[src/rtl/vga_mode_pkg.sv]
// Shared definitions for the VGA mode controller.
//   timing_t      : one row of the mode timing table
//   state_t       : controller FSM encoding
//   MODE_NUM      : number of legal modes (0..MODE_NUM-1); 7 is illegal
//   mode_timing() : mode index -> timing row
package vga_mode_pkg;

    localparam int MODE_NUM = 7;

    typedef struct packed {
        logic [11:0] h_active;
        logic [7:0]  h_fp;
        logic [7:0]  h_sync;
        logic [7:0]  h_bp;
        logic [11:0] v_active;
        logic [7:0]  v_fp;
        logic [7:0]  v_sync;
        logic [7:0]  v_bp;
        logic        hs_pol;   // 1 = positive sync pulse
        logic        vs_pol;
    } timing_t;

    typedef enum logic [2:0] {
        ST_RUN,
        ST_WAIT_FRAME,
        ST_BLANK,
        ST_PLL_REQ,
        ST_PLL_WAIT,
        ST_PLL_DROP,   // attempt timed out: wait for ack low, then retry or fall back
        ST_SETTLE
    } state_t;

    function automatic timing_t mode_timing(input logic [2:0] m);
        timing_t t;
        case (m)
            3'd0:    t = '{12'd640,  8'd16, 8'd96,  8'd48,  12'd480,  8'd10, 8'd2, 8'd33, 1'b0, 1'b0};
            3'd1:    t = '{12'd640,  8'd16, 8'd64,  8'd120, 12'd480,  8'd1,  8'd3, 8'd16, 1'b0, 1'b0};
            3'd2:    t = '{12'd800,  8'd40, 8'd128, 8'd88,  12'd600,  8'd1,  8'd4, 8'd23, 1'b1, 1'b1};
            3'd3:    t = '{12'd800,  8'd16, 8'd80,  8'd160, 12'd600,  8'd1,  8'd3, 8'd21, 1'b1, 1'b1};
            3'd4:    t = '{12'd1024, 8'd24, 8'd136, 8'd160, 12'd768,  8'd3,  8'd6, 8'd29, 1'b0, 1'b0};
            3'd5:    t = '{12'd1440, 8'd80, 8'd152, 8'd232, 12'd900,  8'd1,  8'd3, 8'd28, 1'b0, 1'b1};
            default: t = '{12'd1920, 8'd88, 8'd44,  8'd148, 12'd1080, 8'd4,  8'd5, 8'd36, 1'b1, 1'b1};
        endcase
        return t;
    endfunction

endpackage

[src/rtl/vga_mode_ctrl_if.sv]
// Bus between the mode controller and its surroundings (request port,
// PLL reconfig handshake, frame toggle, timing fields to the sync generator).
//   master : the controller (vga_mode_ctrl)
//   slave  : requester / PLL / sync generator side
interface vga_mode_ctrl_if;
    logic [2:0]  mode_sel;
    logic        mode_req;
    logic        frame_tgl;
    logic        pll_locked;
    logic        pll_cfg_ack;
    logic        pll_cfg_req;
    logic [2:0]  pll_cfg_sel;
    logic        sync_rst_n;
    logic        busy;
    logic        err;
    logic [2:0]  cur_mode;
    logic [11:0] tim_h_active, tim_v_active;
    logic [7:0]  tim_h_fp, tim_h_sync, tim_h_bp;
    logic [7:0]  tim_v_fp, tim_v_sync, tim_v_bp;
    logic        tim_hs_pol, tim_vs_pol;

    modport master (
        input  mode_sel, mode_req, frame_tgl, pll_locked, pll_cfg_ack,
        output pll_cfg_req, pll_cfg_sel, sync_rst_n, busy, err, cur_mode,
               tim_h_active, tim_v_active, tim_h_fp, tim_h_sync, tim_h_bp,
               tim_v_fp, tim_v_sync, tim_v_bp, tim_hs_pol, tim_vs_pol
    );

    modport slave (
        output mode_sel, mode_req, frame_tgl, pll_locked, pll_cfg_ack,
        input  pll_cfg_req, pll_cfg_sel, sync_rst_n, busy, err, cur_mode,
               tim_h_active, tim_v_active, tim_h_fp, tim_h_sync, tim_h_bp,
               tim_v_fp, tim_v_sync, tim_v_bp, tim_hs_pol, tim_vs_pol
    );
endinterface

[src/rtl/vga_sync_2ff.sv]
// Two-flop synchroniser for slow asynchronous level signals.
//   clk, rst_n : destination clock, async active-low reset (outputs clear to 0)
//   d          : asynchronous input
//   q          : synchronised output, two clk edges behind d
module vga_sync_2ff #(
    parameter int WIDTH = 1
) (
    input  logic             clk,
    input  logic             rst_n,
    input  logic [WIDTH-1:0] d,
    output logic [WIDTH-1:0] q
);
    logic [WIDTH-1:0] meta_q, sync_q;

    always_ff @(posedge clk or negedge rst_n) begin
        if (!rst_n) begin
            meta_q <= '0;
            sync_q <= '0;
        end else begin
            meta_q <= d;
            sync_q <= meta_q;
        end
    end

    assign q = sync_q;
endmodule

[src/rtl/vga_mode_ctrl.sv]
// Runtime VGA resolution controller. Accepts a mode request, waits for a
// frame boundary (or a timeout), blanks the sync generator, reprograms the
// pixel PLL with a 4-phase handshake and releases the sync generator once the
// PLL lock has been stable for SETTLE_CYCLES. Failed PLL attempts are retried
// and finally fall back to DEFAULT_MODE.
//   clk, rst_n : board clock, async active-low reset
//   bus        : vga_mode_ctrl_if.master (request, PLL handshake, timing out)
module vga_mode_ctrl
    import vga_mode_pkg::*;
#(
    parameter int DEFAULT_MODE  = 6,
    parameter int FRAME_TIMEOUT = 2_000_000,
    parameter int LOCK_TIMEOUT  = 1_048_575,
    parameter int SETTLE_CYCLES = 1024,
    parameter int MAX_RETRY     = 2
) (
    input  logic            clk,
    input  logic            rst_n,
    vga_mode_ctrl_if.master bus
);
    localparam logic [2:0]  DEF         = 3'(DEFAULT_MODE);
    localparam timing_t     DEF_TIM     = mode_timing(DEF);
    localparam logic [31:0] FRAME_LAST  = 32'(FRAME_TIMEOUT - 1);
    localparam logic [31:0] LOCK_LAST   = 32'(LOCK_TIMEOUT - 1);
    localparam logic [31:0] SETTLE_LAST = 32'(SETTLE_CYCLES - 1);

    logic frame_s, locked_s, frame_prev_q, frame_edge;

    vga_sync_2ff #(.WIDTH(1)) u_sync_frame (.clk(clk), .rst_n(rst_n), .d(bus.frame_tgl),  .q(frame_s));
    vga_sync_2ff #(.WIDTH(1)) u_sync_lock  (.clk(clk), .rst_n(rst_n), .d(bus.pll_locked), .q(locked_s));

    assign frame_edge = frame_s ^ frame_prev_q;

    state_t      state_q, state_d;
    logic [2:0]  pend_q, pend_d, sel_q, sel_d, cur_q, cur_d;
    logic [7:0]  retry_q, retry_d;
    logic [31:0] cnt_q, cnt_d;   // frame timeout, lock timeout or settle count, by state
    logic        req_q, req_d, srst_q, srst_d, busy_q, busy_d, err_q, err_d;
    timing_t     tim_q, tim_d;

    always_comb begin
        state_d = state_q;
        pend_d  = pend_q;
        retry_d = retry_q;
        cnt_d   = cnt_q + 32'd1;
        req_d   = req_q;
        sel_d   = sel_q;
        srst_d  = srst_q;
        busy_d  = busy_q;
        err_d   = err_q;
        cur_d   = cur_q;
        tim_d   = tim_q;
        case (state_q)
            ST_RUN: begin
                cnt_d = '0;
                if (bus.mode_req) begin
                    if (bus.mode_sel == 3'd7) begin
                        err_d = 1'b1;
                    end else if (bus.mode_sel != cur_q) begin
                        pend_d  = bus.mode_sel;
                        err_d   = 1'b0;
                        retry_d = '0;
                        busy_d  = 1'b1;
                        state_d = ST_WAIT_FRAME;
                    end
                end
            end
            ST_WAIT_FRAME: begin
                // Entered with cnt=0, so this fires after FRAME_TIMEOUT cycles here.
                if (frame_edge || cnt_q == FRAME_LAST) begin
                    srst_d  = 1'b0;
                    cur_d   = pend_q;
                    tim_d   = mode_timing(pend_q);
                    state_d = ST_BLANK;
                end
            end
            ST_BLANK: begin
                sel_d   = cur_q;
                cnt_d   = '0;
                state_d = ST_PLL_REQ;
            end
            ST_PLL_REQ: begin
                req_d = 1'b1;
                if (req_q && bus.pll_cfg_ack) begin
                    req_d   = 1'b0;
                    state_d = ST_PLL_WAIT;
                end
                if (cnt_q == LOCK_LAST) begin
                    req_d   = 1'b0;
                    state_d = ST_PLL_DROP;
                end
            end
            ST_PLL_WAIT: begin
                if (!bus.pll_cfg_ack && locked_s) begin
                    cnt_d   = 32'd1;   // this sampled lock cycle already counts
                    state_d = ST_SETTLE;
                end else if (cnt_q == LOCK_LAST) begin
                    state_d = ST_PLL_DROP;
                end
            end
            ST_PLL_DROP: begin
                cnt_d = '0;
                if (!bus.pll_cfg_ack) begin
                    if (pend_q == DEF) begin
                        state_d = ST_PLL_REQ;   // nothing to fall back to: keep trying
                    end else if (32'(retry_q + 8'd1) < 32'(MAX_RETRY)) begin
                        retry_d = retry_q + 8'd1;
                        state_d = ST_PLL_REQ;
                    end else begin
                        err_d   = 1'b1;
                        retry_d = '0;
                        pend_d  = DEF;
                        cur_d   = DEF;
                        tim_d   = DEF_TIM;
                        state_d = ST_BLANK;
                    end
                end
            end
            ST_SETTLE: begin
                if (!locked_s) begin
                    cnt_d = '0;
                end else if (cnt_q >= SETTLE_LAST) begin
                    srst_d  = 1'b1;
                    busy_d  = 1'b0;
                    state_d = ST_RUN;
                end
            end
            default: state_d = ST_PLL_REQ;
        endcase
    end

    always_ff @(posedge clk or negedge rst_n) begin
        if (!rst_n) begin
            state_q      <= ST_PLL_REQ;
            pend_q       <= DEF;
            retry_q      <= '0;
            cnt_q        <= '0;
            req_q        <= 1'b0;
            sel_q        <= DEF;
            srst_q       <= 1'b0;
            busy_q       <= 1'b1;
            err_q        <= 1'b0;
            cur_q        <= DEF;
            tim_q        <= DEF_TIM;
            frame_prev_q <= 1'b0;
        end else begin
            state_q      <= state_d;
            pend_q       <= pend_d;
            retry_q      <= retry_d;
            cnt_q        <= cnt_d;
            req_q        <= req_d;
            sel_q        <= sel_d;
            srst_q       <= srst_d;
            busy_q       <= busy_d;
            err_q        <= err_d;
            cur_q        <= cur_d;
            tim_q        <= tim_d;
            frame_prev_q <= frame_s;
        end
    end

    assign bus.pll_cfg_req  = req_q;
    assign bus.pll_cfg_sel  = sel_q;
    assign bus.sync_rst_n   = srst_q;
    assign bus.busy         = busy_q;
    assign bus.err          = err_q;
    assign bus.cur_mode     = cur_q;
    assign bus.tim_h_active = tim_q.h_active;
    assign bus.tim_h_fp     = tim_q.h_fp;
    assign bus.tim_h_sync   = tim_q.h_sync;
    assign bus.tim_h_bp     = tim_q.h_bp;
    assign bus.tim_v_active = tim_q.v_active;
    assign bus.tim_v_fp     = tim_q.v_fp;
    assign bus.tim_v_sync   = tim_q.v_sync;
    assign bus.tim_v_bp     = tim_q.v_bp;
    assign bus.tim_hs_pol   = tim_q.hs_pol;
    assign bus.tim_vs_pol   = tim_q.vs_pol;
endmodule

[src/flat_wrapper.sv]
// flat-port wrapper written by rule: the top's interface ports become plain ports
module vga_mode_ctrl_flat import vga_mode_pkg::*;
#(
    parameter int DEFAULT_MODE  = 6,
    parameter int FRAME_TIMEOUT = 2_000_000,
    parameter int LOCK_TIMEOUT  = 1_048_575,
    parameter int SETTLE_CYCLES = 1024,
    parameter int MAX_RETRY     = 2
)
  (clk, rst_n, bus_mode_sel, bus_mode_req, bus_frame_tgl, bus_pll_locked, bus_pll_cfg_ack, bus_pll_cfg_req, bus_pll_cfg_sel, bus_sync_rst_n, bus_busy, bus_err, bus_cur_mode, bus_tim_h_active, bus_tim_v_active, bus_tim_h_fp, bus_tim_h_sync, bus_tim_h_bp, bus_tim_v_fp, bus_tim_v_sync, bus_tim_v_bp, bus_tim_hs_pol, bus_tim_vs_pol);
  vga_mode_ctrl_if bus_i ();
  input  logic clk;
  input  logic rst_n;
  input wire logic [$bits(bus_i.mode_sel)-1:0] bus_mode_sel;
  input wire logic [$bits(bus_i.mode_req)-1:0] bus_mode_req;
  input wire logic [$bits(bus_i.frame_tgl)-1:0] bus_frame_tgl;
  input wire logic [$bits(bus_i.pll_locked)-1:0] bus_pll_locked;
  input wire logic [$bits(bus_i.pll_cfg_ack)-1:0] bus_pll_cfg_ack;
  output wire logic [$bits(bus_i.pll_cfg_req)-1:0] bus_pll_cfg_req;
  output wire logic [$bits(bus_i.pll_cfg_sel)-1:0] bus_pll_cfg_sel;
  output wire logic [$bits(bus_i.sync_rst_n)-1:0] bus_sync_rst_n;
  output wire logic [$bits(bus_i.busy)-1:0] bus_busy;
  output wire logic [$bits(bus_i.err)-1:0] bus_err;
  output wire logic [$bits(bus_i.cur_mode)-1:0] bus_cur_mode;
  output wire logic [$bits(bus_i.tim_h_active)-1:0] bus_tim_h_active;
  output wire logic [$bits(bus_i.tim_v_active)-1:0] bus_tim_v_active;
  output wire logic [$bits(bus_i.tim_h_fp)-1:0] bus_tim_h_fp;
  output wire logic [$bits(bus_i.tim_h_sync)-1:0] bus_tim_h_sync;
  output wire logic [$bits(bus_i.tim_h_bp)-1:0] bus_tim_h_bp;
  output wire logic [$bits(bus_i.tim_v_fp)-1:0] bus_tim_v_fp;
  output wire logic [$bits(bus_i.tim_v_sync)-1:0] bus_tim_v_sync;
  output wire logic [$bits(bus_i.tim_v_bp)-1:0] bus_tim_v_bp;
  output wire logic [$bits(bus_i.tim_hs_pol)-1:0] bus_tim_hs_pol;
  output wire logic [$bits(bus_i.tim_vs_pol)-1:0] bus_tim_vs_pol;
  assign bus_i.mode_sel = bus_mode_sel;
  assign bus_i.mode_req = bus_mode_req;
  assign bus_i.frame_tgl = bus_frame_tgl;
  assign bus_i.pll_locked = bus_pll_locked;
  assign bus_i.pll_cfg_ack = bus_pll_cfg_ack;
  assign bus_pll_cfg_req = bus_i.pll_cfg_req;
  assign bus_pll_cfg_sel = bus_i.pll_cfg_sel;
  assign bus_sync_rst_n = bus_i.sync_rst_n;
  assign bus_busy = bus_i.busy;
  assign bus_err = bus_i.err;
  assign bus_cur_mode = bus_i.cur_mode;
  assign bus_tim_h_active = bus_i.tim_h_active;
  assign bus_tim_v_active = bus_i.tim_v_active;
  assign bus_tim_h_fp = bus_i.tim_h_fp;
  assign bus_tim_h_sync = bus_i.tim_h_sync;
  assign bus_tim_h_bp = bus_i.tim_h_bp;
  assign bus_tim_v_fp = bus_i.tim_v_fp;
  assign bus_tim_v_sync = bus_i.tim_v_sync;
  assign bus_tim_v_bp = bus_i.tim_v_bp;
  assign bus_tim_hs_pol = bus_i.tim_hs_pol;
  assign bus_tim_vs_pol = bus_i.tim_vs_pol;
  vga_mode_ctrl #(.DEFAULT_MODE(DEFAULT_MODE), .FRAME_TIMEOUT(FRAME_TIMEOUT), .LOCK_TIMEOUT(LOCK_TIMEOUT), .SETTLE_CYCLES(SETTLE_CYCLES), .MAX_RETRY(MAX_RETRY)) u_core (.clk(clk), .rst_n(rst_n), .bus(bus_i));
endmodule
[config.mk]
export PLATFORM = sky130hd
export DESIGN_NAME = vga_mode_ctrl_flat
export DESIGN_NICKNAME = d
export VERILOG_FILES = /design/src/rtl/vga_mode_pkg.sv /design/src/rtl/vga_mode_ctrl_if.sv /design/src/rtl/vga_sync_2ff.sv /design/src/rtl/vga_mode_ctrl.sv /design/src/flat_wrapper.sv
export SDC_FILE = /design/constraint.sdc
export NUM_CORES = 1
export LEC_CHECK = 0
export BUFFER_PORTS_ARGS = -buffer_cell sky130_fd_sc_hd__buf_2
export CORE_ASPECT_RATIO = 1.1
export CORE_MARGIN = 1.5
export CORE_UTILIZATION = 45
export CTS_CLUSTER_SIZE = 8
export DETAILED_ROUTE_END_ITERATION = 12
export PLACE_DENSITY = 0.73
export SLEW_MARGIN = 20
export SYNTH_ARGS = -nofsm -noshare
export SYNTH_HDL_FRONTEND = slang
export SYNTH_SLANG_ARGS = --single-unit
[constraint.sdc]
create_clock -name clk -period 4.09 [get_ports clk]
set_clock_uncertainty 0.15 [all_clocks]
set_input_delay 0.818 -clock clk [delete_from_list [all_inputs] [get_ports clk]]
set_output_delay 0.818 -clock clk [all_outputs]
set_load 0.02 [all_outputs]
# After elaboration in Yosys (flattened, before gate mapping)
# Cells that the tools add are included.
# word_totals
ff_bits	135
wordCells	135
# op_classes
n_bitwise	1
n_reduce_logical	18
eq_ne	28
muxes	58
n_lt_le_gt_ge	2
add_sub_neg	3
# ops
cell	count
$pmux W73 S6	1
$mux W74	4
$pmux W74 S2	1
$pmux W32 S3	1
$mux W32	2
$mux W3	19
$mux W8	6
$add A32 B1 Y32 const B	1
$eq A32 B20 Y1 const B	1
$eq A32 B21 Y1 const B	1
$ge A32 B10 Y1 const B	1
$lt A32 B2 Y1 const B	1
$eq A3 B3 Y1 const B	7
$pmux W3 S6	1
$reduce_and A6 Y1	3
$mux W1	17
$pmux W8 S2	1
$eq A3 B2 Y1 const B	4
$ne A2 B2 Y1 const B	6
$pmux W3 S2	2
$add A8 B1 Y9 const B	1
$ne A3 B1 Y1 const B	3
$reduce_and A9 Y1	1
$add A8 B1 Y8 const B	1
other kinds (14)	24

# Logic depth before layout (Yosys ltp)
# logic_depth
depth_word	6
depth_mapped	10
mapped_depth_nobuf	7

# Modules after synthesis
# Synthesis repeated with hierarchy kept, for this count alone.
# unflattened
hier_cells	505
hier_area_um2	4959.8
# modules_own_cells
module	seq_area_each_um2	n_inst	cells_per_inst	area_per_inst_um2
vga_mode_ctrl	2257.2	1	501	4859.7
vga_sync_2ff	50.0	2	2	50.0

# Worst setup path after synthesis
# No wires, ideal clock.
# synth_path
kind	register to register
start	register u_core.retry_q[0]
end	register u_core.cur_q[1], in the netlist u_core.bus.cur_mode[1]
path_buffers	2
setup_slack_ps	1522
path_stages_with_launch	9
required_ps	3860
arrival_ps	2339
path_cell_list	dfrtp_1 > ha_1 > or4_1 > nor4_1 > o21ai_0 > and2_4 > buf_12 > buf_12 > o22a_1
# synth_via
elab_chain_len	4
# synth_lines
element	line	text
start, declared	vga_mode_ctrl.sv:36	logic [7:0] retry_q, retry_d;
start signal, assigned	vga_mode_ctrl.sv:149	retry_q <= retry_d;
$add A8 B1 Y9	vga_mode_ctrl.sv:106	end else if (32'(retry_q + 8'd1) < 32'(MAX_RETRY)) begin
$lt A32 B2 Y1	vga_mode_ctrl.sv:106	
$ne A2 B2 Y1 (no source line)	--	
$reduce_and A5 Y1 (no source line)	--	
end signal, assigned	vga_mode_ctrl.sv:156	cur_q <= cur_d;
end, declared	vga_mode_ctrl.sv:35	logic [2:0] pend_q, pend_d, sel_q, sel_d, cur_q, cur_d;
# Every way passes these cells.
# A chain may end at the register's enable or synchronous reset.

# Final worst setup path
# layout_path
start	register u_core.cnt_q[0]
end	register u_core.tim_q, in the netlist u_core.bus.tim_h_sync[7]
# layout_via
elab_chain_len	4
# layout_lines
element	line	text
start, declared	vga_mode_ctrl.sv:37	logic [31:0] cnt_q, cnt_d;
start signal, assigned	vga_mode_ctrl.sv:150	cnt_q <= cnt_d;
$eq A32 B21 Y1	vga_mode_ctrl.sv:70	if (frame_edge || cnt_q == FRAME_LAST) begin
$logic_or A1 B1 Y1	vga_mode_ctrl.sv:70	
$ne A2 B1 Y1 (no source line)	--	
$reduce_and A5 Y1 (no source line)	--	
end signal, assigned	vga_mode_ctrl.sv:157	tim_q <= tim_d;
end, declared	vga_mode_ctrl.sv:39	timing_t tim_q, tim_d;
# Every way passes these cells.

==> out/results.tsv <==
metric	value	unit
status	completed	
grt_remaining_overflow	0	
setup_viol	0	
coreArea	10500	sq um
gr-usage-all-layers	18.6	%
synth_cell_types	58	
final_max_slew_viol_count	0	
syn-cell-area	4890	sq um
hold_viol	0	
pin_count	93	
diodes	0	
worst_slew_pin_slew	936	ps
layout_commonest_cell	dfrtp_1	
htreeDepth	3	
reg2reg_depth	7	
via_count	3715	
min-delay-path-class	reg -> reg	
timing.rr.end	u_core.bus.tim_h_sync[7]$_DFFE_PN0P_	
crit_path_end_kind	flip-flop	
fp.dieW	102	um
max-vdd-ir-drop	217	uV
slew_headroom	37.6	%
drtPass1Iterations	5	
die_h	112	um
gp_congestion	0.844	
clock_latency	340	ps
startpoint	u_core.cnt_q[0]$_DFF_PN0_	
final_layout_size_suffix_gt1_share	23.1	%
wl_met2	5050	um
cts.sinks	93	
vias_per_cell	5.39	
path_cells	ha_1, and3_1, nand4_1, or4_4, a21oi_4, and2_4, mux2_2	
layout_common_cells	dfrtp_1 (69), buf_2 (62), nor2_1 (48), nand2_1 (42), conb_1 (29)	
synth-async-reset-ratio	100	%
period_share	69.8	%
syn_inst	499	
antenna_found_initial	0	
hold_buffers	0	
drt.antenna.violating_nets	0	
worst-r2r-setup-slack	1240	ps
layout_min_cycle_time	2850	ps
dieArea	11500	sq um
cellPowerDensity	359	nW/um^2
critPathKind	reg -> reg	
syn_avg_cell_area	9.79	sq um
p_total	1.95	mW
ys_seq_elements	93	
cts_setup_buffers	0	
critPathTopFamily	simple AND/OR/NAND/NOR gates	
leakagePower	2.52	nW
ys_warn_count	0	
hpwlAfterDp	7140	um
cts_root_buffer	clkbuf_16	
drc	0	
initial_core_util	46.6	%
rows	39	
wl_met1	4310	um
finalNonFillerCells	689	
numCtsBuffers	9	
path_buf_inv	0	
drt-wirelength-per-cell	14.7	um
cts_tree	yes	
finalWirelength	10100	um
drt_iter0_markers	209	
nets	553	
post_cts_resized	0	
routed.top_layer	met4	
synth_ff_type	dfrtp_1	
max_freq	350	MHz
cpPeakStageDelay	460	ps
grt_pass1_vias	3552	
cp-start-kind	flip-flop	
cap_violations	0	
grt_max_degree	79	
clkTransAtPathRegs	70	ps
rsz0062_at_grt	no	
endpoint	u_core.bus.tim_h_sync[7]$_DFFE_PN0P_	
crit_arrival	2920	ps
cts_max_path_buffers	2	
synth_edf_count	0	
fin_setup_tns	0	ps
worstReg2RegStart	u_core.cnt_q[0]$_DFF_PN0_	
area_delta_synth_final	11.0	%
portBuffers	63	
met3_wirelength	597	um
cp_slowest_cell	or4_4	
place_inst	673	
grt_pass1_wl	17100	um
ys_seq_area_share	48.2	%
worstPathMaxFanout	29	
cp.depth	7	
critPathRequiredTime	4160	ps
==> stage by stage <==
| stage | util (%) | setup WS [ps] | hold WS (ps) | instance area, sq um |
|---|---|---|---|---|
| global route | 51.7 | 1070 | 210 | 5420 |
| floorplan | - | 1520 | 181 | 4990 |
| detailed placement | 48.4 | 1260 | 186 | 5080 |
| finish | 51.7 | 1240 | 198 | 5420 |
| global placement | 48.4 | 1320 | 183 | 5070 |
| CTS | 51.7 | 1210 | 200 | 5420 |
==> layer usage <==
layer | global-route usage [%] | up-vias
li1 | - | 1758
met1 | 23.9 | 1798
met2 | 32.0 | 145
met3 | 3.80 | 14
met4 | 4.66 | 0
met5 | 0 | -
==> area by class of cell <==
cell class	instances	area, sq um
clock inverter	6	111
multi-input combinational	352	2140
timing repair buffer	65	333
fill	951	5070
clock buffer	10	229
tap	143	179
sequential	93	2360
inverter	20	75.1
==> worst min path at each step <==
| stage | slack, ps | end | from | cells after the start |
|---|---|---|---|---|
| CTS | 200 | u_core.u_sync_frame.q$_DFF_PN0_ | u_core.u_sync_frame.meta_q$_DFF_PN0_ | 0 |
| detailed placement | 190 | u_core.u_sync_frame.q$_DFF_PN0_ | u_core.u_sync_frame.meta_q$_DFF_PN0_ | 0 |
| global placement | 180 | u_core.u_sync_frame.q$_DFF_PN0_ | u_core.u_sync_frame.meta_q$_DFF_PN0_ | 0 |
| floorplan | 180 | u_core.u_sync_frame.q$_DFF_PN0_ | u_core.u_sync_frame.meta_q$_DFF_PN0_ | 0 |
| global route | 210 | u_core.u_sync_frame.q$_DFF_PN0_ | u_core.u_sync_frame.meta_q$_DFF_PN0_ | 0 |
| finish | 200 | u_core.u_sync_frame.q$_DFF_PN0_ | u_core.u_sync_frame.meta_q$_DFF_PN0_ | 0 |
==> worst reg2reg max path, cell delays in order, from the launching register on <==
cell and delay (ps):
dfrtp_1 430, ha_1 210, and3_1 280, nand4_1 100
or4_4 460, a21oi_4 290, and2_4 420, mux2_2 400
==> report_power, final <==
group          switching [mW]  internal [mW]
sequential            0.00526          0.926
clock                   0.344          0.600
combinational          0.0600         0.0127
==> flip-flops by register name, indices dropped and copies added (netlist names), 3 cells and up <==
name	flops
u_core.bus.tim_h_bp	5
u_core.bus.tim_h_sync	5
u_core.bus.tim_v_bp	5
u_core.cnt_q	32
u_core.bus.tim_v_active	7
u_core.bus.tim_h_fp	3
u_core.retry_q	8
u_core.bus.tim_h_active	4
u_core.bus.cur_mode	3
u_core.pend_q	3
u_core.bus.pll_cfg_sel	3
u_core.state_q	3
==> cells in the mapped netlist (all sizes together) (10+ instances only) <==
master  instances  area share [%]
mux2           16             3.7
and2           10             1.3
dfstp          24              13
nor4           10             1.3
dfrtp          69              35
a21oi          15             1.8
xor2           17             3.0
buf            46             7.6
nor3           22             2.3
o21ai          19             1.9
xnor2          14             2.5
clkbuf         16             1.3
nand4          11             1.4
nand2          42             3.2
nand3          20             2.0
nor2           48             3.7
inv            19             1.5
==> cells by family after synthesis <==
kind of cell | count (synthesis) | synth area share, %
flip-flops | 93 | 48.2
adder cells (fa/ha/maj) | 3 | 0.768
AO/OA/AOI/OAI | 81 | 11.5
buffers and inverters | 82 | 10.4
other | 1 | 0.0767
multiplexers | 21 | 4.71
XOR/XNOR | 31 | 5.56
AND/OR/NAND/NOR | 187 | 18.8
Note: power is estimated with default switching activity, not from simulation.
